**src/rtl/mod12_seek_ctrl.sv**
```systemverilog
// mod12_seek_ctrl: round-robin seek controller steering a mod-MOD up/down counter (load/data_in/upd) to requested targets, with shadow sync check
module mod12_seek_ctrl #(
  parameter int MOD = 12,
  parameter int W = 4
) (
  input  logic         clock,
  input  logic         reset,
  input  logic [1:0]   req,
  input  logic [W-1:0] target0,
  input  logic [W-1:0] target1,
  output logic [1:0]   gnt,
  output logic         busy,
  output logic         done,
  output logic         done_id,
  output logic         bad_tgt,
  output logic         load,
  output logic [W-1:0] data_in,
  output logic         upd,
  input  logic [W-1:0] count,
  output logic         sync_err
);
  typedef enum logic [1:0] {IDLE, DEC, SEEK, DONE} state_t;
  localparam logic [W:0] M = (W+1)'(MOD);
  localparam logic [W-1:0] TOP = W'(MOD - 1);
  state_t state, nxt;
  logic last, id, win, bad_in;
  logic [W-1:0] tgt, sh, sh_nx, steps, ts;
  logic [W:0] tx, px, du, dd;
  always_comb begin
    win = req[~last] ? ~last : last;
    ts = win ? target1 : target0;
    bad_in = {1'b0, ts} >= M;
    tx = {1'b0, tgt};
    px = {1'b0, sh};
    du = tx >= px ? tx - px : tx + M - px;
    dd = px >= tx ? px - tx : px + M - tx;
    sh_nx = load ? data_in : upd ? (sh == TOP ? '0 : sh + 1'b1) : (sh == '0 ? TOP : sh - 1'b1);
  end
  always_ff @(posedge clock or posedge reset)
    if (reset) state <= IDLE;
    else state <= nxt;
  always_comb begin
    nxt = state;
    case (state)
      IDLE: nxt = (req != 2'b00 && !bad_in) ? DEC : IDLE;
      DEC:  nxt = du == '0 ? DONE : SEEK;
      SEEK: nxt = steps == W'(1) ? DONE : SEEK;
      DONE: nxt = IDLE;
    endcase
  end
  always_comb begin
    busy = state != IDLE;
    done = state == DONE;
    done_id = id;
  end
  always_ff @(posedge clock or posedge reset)
    if (reset) begin
      last <= 1'b1;
      id <= 1'b0;
      tgt <= '0;
      sh <= '0;
      steps <= '0;
      load <= 1'b1;
      data_in <= '0;
      upd <= 1'b0;
      gnt <= 2'b00;
      bad_tgt <= 1'b0;
      sync_err <= 1'b0;
    end else begin
      sh <= sh_nx;
      if (count != sh) sync_err <= 1'b1;
      gnt <= 2'b00;
      bad_tgt <= 1'b0;
      if (state == IDLE && req != 2'b00) begin
        last <= win;
        id <= win;
        tgt <= ts;
        gnt <= {win, ~win};
        bad_tgt <= bad_in;
      end
      if (state == DEC && du != '0) begin
        load <= 1'b0;
        upd <= du <= dd;
        steps <= W'(du <= dd ? du : dd);
      end
      if (state == SEEK) begin
        steps <= steps - 1'b1;
        if (steps == W'(1)) begin
          load <= 1'b1;
          data_in <= tgt;
        end
      end
    end
endmodule

```
**config.mk**
```make
export PLATFORM = sky130hd
export DESIGN_NAME = mod12_seek_ctrl
export DESIGN_NICKNAME = d
export VERILOG_FILES = /design/src/rtl/mod12_seek_ctrl.sv
export SDC_FILE = /design/constraint.sdc
export NUM_CORES = 1
export LEC_CHECK = 0
export ABC_AREA = 1
export CAP_MARGIN = 20
export CORE_UTILIZATION = 50
export CTS_BUF_LIST = sky130_fd_sc_hd__clkbuf_2
export CTS_CLUSTER_DIAMETER = 80
export DETAILED_ROUTE_END_ITERATION = 8
export HOLD_SLACK_MARGIN = 0.08
export PLACE_DENSITY = 0.76
export SLEW_MARGIN = 20
export SYNTH_ARGS = -nofsm -noshare
export SYNTH_HDL_FRONTEND = slang
export SYNTH_SLANG_ARGS = --single-unit
```
**constraint.sdc**
```tcl
create_clock -name clock -period 2.95 [get_ports clock]
set_clock_uncertainty 0.05 [all_clocks]
set_input_delay 0.4425 -clock clock [delete_from_list [all_inputs] [get_ports clock]]
set_output_delay 0.4425 -clock clock [all_outputs]
set_load 0.01 [all_outputs]
```
==> out/qor.csv, run 1 <==
metric,value,unit
outcome,"finished, violations left",
failing checks,negative setup slack,
Port Buffer Count,28,
relative slew slack,63.3,%
worst min-delay path class,in2async,
first-pass GRT wire length,8290,µm
Max Root-Sink Buffers,2,
RSZ-0062 raised after global routing,true,
most frequent cells in the layout,"68 x nand2_1, 35 x inv_1, 29 x buf_4",
Detailed Route Iter0 Violations,132,
"most common cell after layout, fill and taps aside",nand2_1,
Worst Tran Pin Value,0.545,ns
number of fill cells,309,
I/O pins,29,
worst path cell trace,"inv_2, ha_1, inv_1, buf_4, fa_1, a31o_2, nand2_1, nand2_1, inv_1, ha_4, a21oi_2, nand2_1, nand2_2, inv_2, nand2_2, o21ai_2, o21bai_1, nand2_1, nand2_1",
Post-synth ARST share,100,%
"Warnings, synthesis",0,
"Max FO, Critical Path",4,
Worst Setup End Kind,register,
CP dominant cell by count,nand2_1,
R2R Path End,steps[1],
clock latency on the worst-skew pair,0.36,ns
Post-synth EDFFs,0,
Chip Width,68.8,µm
clk slew on worst S/H paths,0.24,ns
family with the most delay on the worst path,adder cells,
via density per instance,5.21,
initial core utilization,53.9,%
Hold Fails Final Rpt,0,
worst stage delay on the critical path,0.46,ns
achievable frequency,337,MHz
routability congestion estimate,0.923,
root buffer cell,clkbuf_2,
startpoint types,register,
total global routing overflow,0,
Final Cycle Share,101,%
R2R depth,19,
final worst slack,-0.0153,ns
diode count,0,
largest net degree at the start of global routing,27,
TritonCTS clock tree,done,
post-synth cell types,30,
fin. max-slew vios,0,
synthesized netlist cell count,288,
1st-pass router iterations,4,
CP max stage cell,dfrtp_1,
H-tree Lvls,1,
Syn Nets,338,
WP buf/inv,5,
hold buffers post-CTS,0,
antenna violations before repair,0,
Worst Path Arrival,3.24,ns
CP required,3.22,ns
P&R area growth vs syn,35.5,%
DP HPWL,4180,µm
Post-layout nets,400,
number of synthesized register bits,26,
CTS Buf Count,3,
Post-synth top flop,dfrtp_1,
max-cap viol count,0,
Die Height,68.8,µm
GRT Util Overall,24.1,%
Core ar.,4140,µm²
drt drc,0,
mapped cell area,2230,µm²
layout cells sized above 1,27.5,%
average cell area after synthesis,7.75,µm²
Rows,23,
WL/cell,14.4,µm
final wirelength,5760,µm
Tmin final,2.97,ns
"Seq/Total Area, Yosys",29.2,%
worst reg2reg startpoint,tgt[0],
FF-to-FF setup slack,-0.02,ns
Hold WS,0.339,ns
number of global-route vias before repair,1828,
die area,4740,µm²
clock sink count,26,
"antenna viol nets, final",0,
Setup Viol. Count Final,1,
worst setup path class,reg2reg,
routed via count,2080,
## routing by layer
layer	vias to the layer above	track usage, %	wire, µm
met4	0	5.36	34
met5	-	0	0
met1	993	32.8	2530
met3	5	3.45	192
li1	1032	-	-
met2	50	40.6	3000
## timing repair
item | in CTS | in global routing
resized for setup | 6 | 49
endpoints found under the setup margin | 4 | 4
pin swaps | 0 | 23
buffers inserted | 2 | 7
## worst reg2reg max path: cells and delay by family, from the launching register on
kind                     cells  cell delay (ns)
AND/OR/NAND/NOR              7             0.57
flip-flops                   1             0.46
AO/OA/AOI/OAI                4             0.62
buffers and inverters        5             0.46
adder cells (fa/ha/maj)      3             0.78
## cell families after synthesis
logic type,count (synthesis),synth area share [%]
AO/OA/AOI/OAI,34,8.63
AND/OR/NAND/NOR,137,28.2
adder cells (fa/ha/maj),34,21.4
flip-flops,26,29.2
buffers and inverters,47,8.57
XOR/XNOR,10,3.92
## registers in the layout, summed over array words and instances, names as in the netlist, 2 cells and up
register  flops
data_in       4
gnt           2
sh            4
state         2
steps         4
tgt           4
## how the worst max path moves through the flow
| stage | slack [ns] | startpoint | cells after the start | to |
|---|---|---|---|---|
| floorplan | 0.02 | tgt[2] | 19 | steps[1] |
| global placement | -0.01 | tgt[1] | 20 | steps[1] |
| detailed placement | -0.09 | tgt[1] | 21 | steps[1] |
| CTS | 0.02 | tgt[1] | 22 | steps[1] |
| global route | -0.15 | tgt[0] | 19 | steps[1] |
| finish | -0.02 | tgt[0] | 19 | steps[1] |
## layout make-up
type	count	area (µm²)	area share, %
multi-input combinational	215	1590	52.5
sequential	26	654	21.6
timing repair buffer	60	532	17.6
inverter	44	168	5.54
tap	50	62.6	2.07
clock buffer	4	20.0	0.661
## synth_stat cells, types with 3 or more instances
master	count	area share, %
o211ai_1	4	1.3
nor2_1	23	3.9
nand2_4	3	1.5
nor2_4	5	2.5
ha_1	27	15
o21ai_0	16	3.6
inv_1	44	7.4
dfrtp_1	24	27
nand2_1	75	13
a21oi_1	7	1.6
xor2_1	8	3.1
nand3_1	20	4.5
fa_1	7	6.3
## stage by stage
stage / setup slack [ns] / instances / utilization, % / TNS (ns) / area, µm²
after floorplan: 0.0176 / 288 / - / 0 / 2250
after global routing: -0.154 / 399 / 73.0 / -0.280 / 3030
final: -0.0153 / 399 / 73.0 / -0.0153 / 3030
after global placement: -0.0136 / 386 / 66.0 / -0.0136 / 2740
after detailed placement: -0.0947 / 386 / 66.0 / -0.104 / 2740
after CTS: 0.0244 / 392 / 67.0 / 0 / 2780
Power of run 1 is left out: the tool's default activity adds up to more than one toggle a clock period on the data nets, which glitch-free logic cannot reach.
==> inputs of run 2 (changes only) <==
--- a/config.mk
+++ b/config.mk
@@ -7,12 +7,12 @@
 export LEC_CHECK = 0
 export ABC_AREA = 1
 export CAP_MARGIN = 20
-export CORE_UTILIZATION = 50
+export CORE_UTILIZATION = 52
 export CTS_BUF_LIST = sky130_fd_sc_hd__clkbuf_2
 export CTS_CLUSTER_DIAMETER = 80
 export DETAILED_ROUTE_END_ITERATION = 8
 export HOLD_SLACK_MARGIN = 0.08
-export PLACE_DENSITY = 0.76
+export PLACE_DENSITY = 0.79
 export SLEW_MARGIN = 20
 export SYNTH_ARGS = -nofsm -noshare
 export SYNTH_HDL_FRONTEND = slang
==> constraint.sdc (replaced) <==
create_clock -name clock -period 2.95 [get_ports clock]
set_clock_uncertainty 0.05 [all_clocks]
set_input_delay 0.885 -clock clock [delete_from_list [all_inputs] [get_ports clock]]
set_output_delay 0.885 -clock clock [all_outputs]
set_load 0.01 [all_outputs]
==> out/qor.csv, run 2 (synthesized netlist as in run 1, its figures left out) <==
metric,value,unit,change
relative slew slack,62.3,%,-0.95 points
routability congestion estimate,0.905,,-1.9%
register area,654,µm²,unchanged
number of global-route vias before repair,1838,,+0.55%
Tmin final,2.94,ns,-0.0213 ns
GRT Util Overall,24.3,%,+0.16 points
Setup Viol. Count Final,0,,-1
CP required,3.21,ns,about the same
final wirelength,5530,µm,-3.9%
Detailed Route Iter0 Violations,165,,+25%
Worst Tran Pin Value,0.559,ns,+0.0141 ns
die area,4560,µm²,-3.7%
clock sink count,26,,unchanged
worst min-delay path class,reg2reg,,
via density per instance,5.22,,+0.11%
layout cells sized above 1,21.3,%,-6.2 points
Rows,23,,unchanged
Placed Area,2730,µm²,-0.27%
"Max FO, Critical Path",4,,unchanged
largest net degree at the start of global routing,27,,unchanged
H-tree Lvls,1,,unchanged
Worst Setup End Kind,register,,
outcome,completed,,
most frequent cells in the layout,"71 x nand2_1, 38 x inv_1, 29 x buf_4",,
worst setup path class,reg2reg,,
P&R area growth vs syn,31.9,%,
final worst slack,0.00601,ns,+0.0213 ns
TritonCTS clock tree,done,,
Chip Width,67.5,µm,-1.9%
Worst Path Arrival,3.21,ns,-0.03 ns
design area,2950,µm²,-2.7%
"most common cell after layout, fill and taps aside",nand2_1,,
hold buffers post-CTS,0,,unchanged
drt drc,0,,unchanged
Final Cycle Share,99.8,%,-0.72 points
first-pass GRT wire length,8180,µm,-1.2%
routed via count,2077,,-0.14%
total global routing overflow,0,,unchanged
"antenna viol nets, final",0,,unchanged
initial core utilization,55.0,%,+1.1 points
CTS Buf Count,3,,unchanged
footprint of the multi-input gates,1500,µm²,-5.8%
DP HPWL,4070,µm,-2.8%
setup_tns,0,ns,+0.0153 ns
number of fill cells,298,,-3.6%
antenna violations before repair,0,,unchanged
clock latency on the worst-skew pair,0.36,ns,about the same
root buffer cell,clkbuf_2,,
Die Height,67.5,µm,-1.9%
RSZ-0062 raised after global routing,true,,
diode count,0,,unchanged
clk slew on worst S/H paths,0.26,ns,+0.02 ns
Setup WS pre-CTS,-0.0737,ns,+0.0210 ns
WL/cell,13.9,µm,-3.7%
fin. max-slew vios,0,,unchanged
1st-pass router iterations,4,,unchanged
Core ar.,4060,µm²,-2.1%
startpoint types,register,,
max-cap viol count,0,,unchanged
Hold Fails Final Rpt,0,,unchanged
achievable frequency,340,MHz,+0.72%
I/O pins,29,,unchanged
Max Root-Sink Buffers,2,,unchanged
Post-layout nets,399,,-0.25%
Port Buffer Count,28,,unchanged
==> run 2: cell count changes in the layout (fill, tap and decap cells not counted), moves of 2 or more <==
cell | previous run | this run
ha_1 | 16 | 20
inv_2 | 8 | 6
fa_2 | 5 | 1
nand2_2 | 9 | 6
a21oi_2 | 3 | 1
nand2_1 | 68 | 71
o21ai_0 | 12 | 14
ha_4 | 9 | 5
nand3_2 | 6 | 3
fa_1 | 2 | 6
inv_1 | 35 | 38
nand3_1 | 15 | 18
==> run 2: critical path: stages, from the launching register on <==
cell,delay [ns]
dfrtp_1,0.45
buf_4,0.14
ha_1,0.20
buf_4,0.16
fa_1,0.45
xor2_1,0.20
nand2_1,0.08
nand2_1,0.09
ha_1,0.30
nand3_1,0.08
nand2_1,0.05
nand2_1,0.06
nand2_1,0.07
nand2_2,0.11
inv_2,0.06
nand2_1,0.05
o21ai_1,0.06
o21bai_1,0.13
nand2_1,0.06
nand2_1,0.05
==> run 2: area by class of cell <==
| cell class | instances | area share [%] |
|---|---|---|
| clock inverter | 1 | 1.02 |
| sequential | 26 | 22.2 |
| multi-input combinational | 215 | 50.8 |
| clock buffer | 3 | 0.510 |
| inverter | 44 | 5.61 |
| timing repair buffer | 59 | 17.7 |
| tap | 50 | 2.12 |
==> run 2: worst paths after layout <==
check | cells after the start | startpoint | to | slack [ns]
max | 19 | tgt[0] | steps[1] | 0.006
min | 2 | load | load | 0.47
max reg2reg | 19 | tgt[0] | steps[1] | 0.006
min reg2reg | 2 | load | load | 0.47
max in group asynchronous | 3 | reset | last | 1.76
min in group asynchronous | 3 | reset | gnt[1] | 0.78
==> run 2: metal layers <==
layer  GRT usage, %  vias up  wire (µm)
li1               -     1024          -
met2           43.2       60       2840
met5              0        -          0
met3           3.21       14        265
met4           3.72        0        138
met1           31.5      979       2290
==> run 2: what timing repair did <==
action / CTS / global route
resized for setup: 5 / 26
hold endpoints to repair: 0 / 0
endpoints found under the setup margin: 3 / 4
buffers inserted: 4 / 5
pin swaps: 1 / 15
==> run 2: per-stage QoR <==
stage / utilization [%] / cells / hold WS, ns
2_1_floorplan: - / 288 / 0.425
3_3_place_gp: 67.2 / 385 / 0.437
3_5_place_dp: 67.2 / 385 / 0.434
4_1_cts: 69.4 / 393 / 0.470
5_1_grt: 72.6 / 398 / 0.502
6_report: 72.6 / 398 / 0.468
Power of run 2 is left out for the same reason.
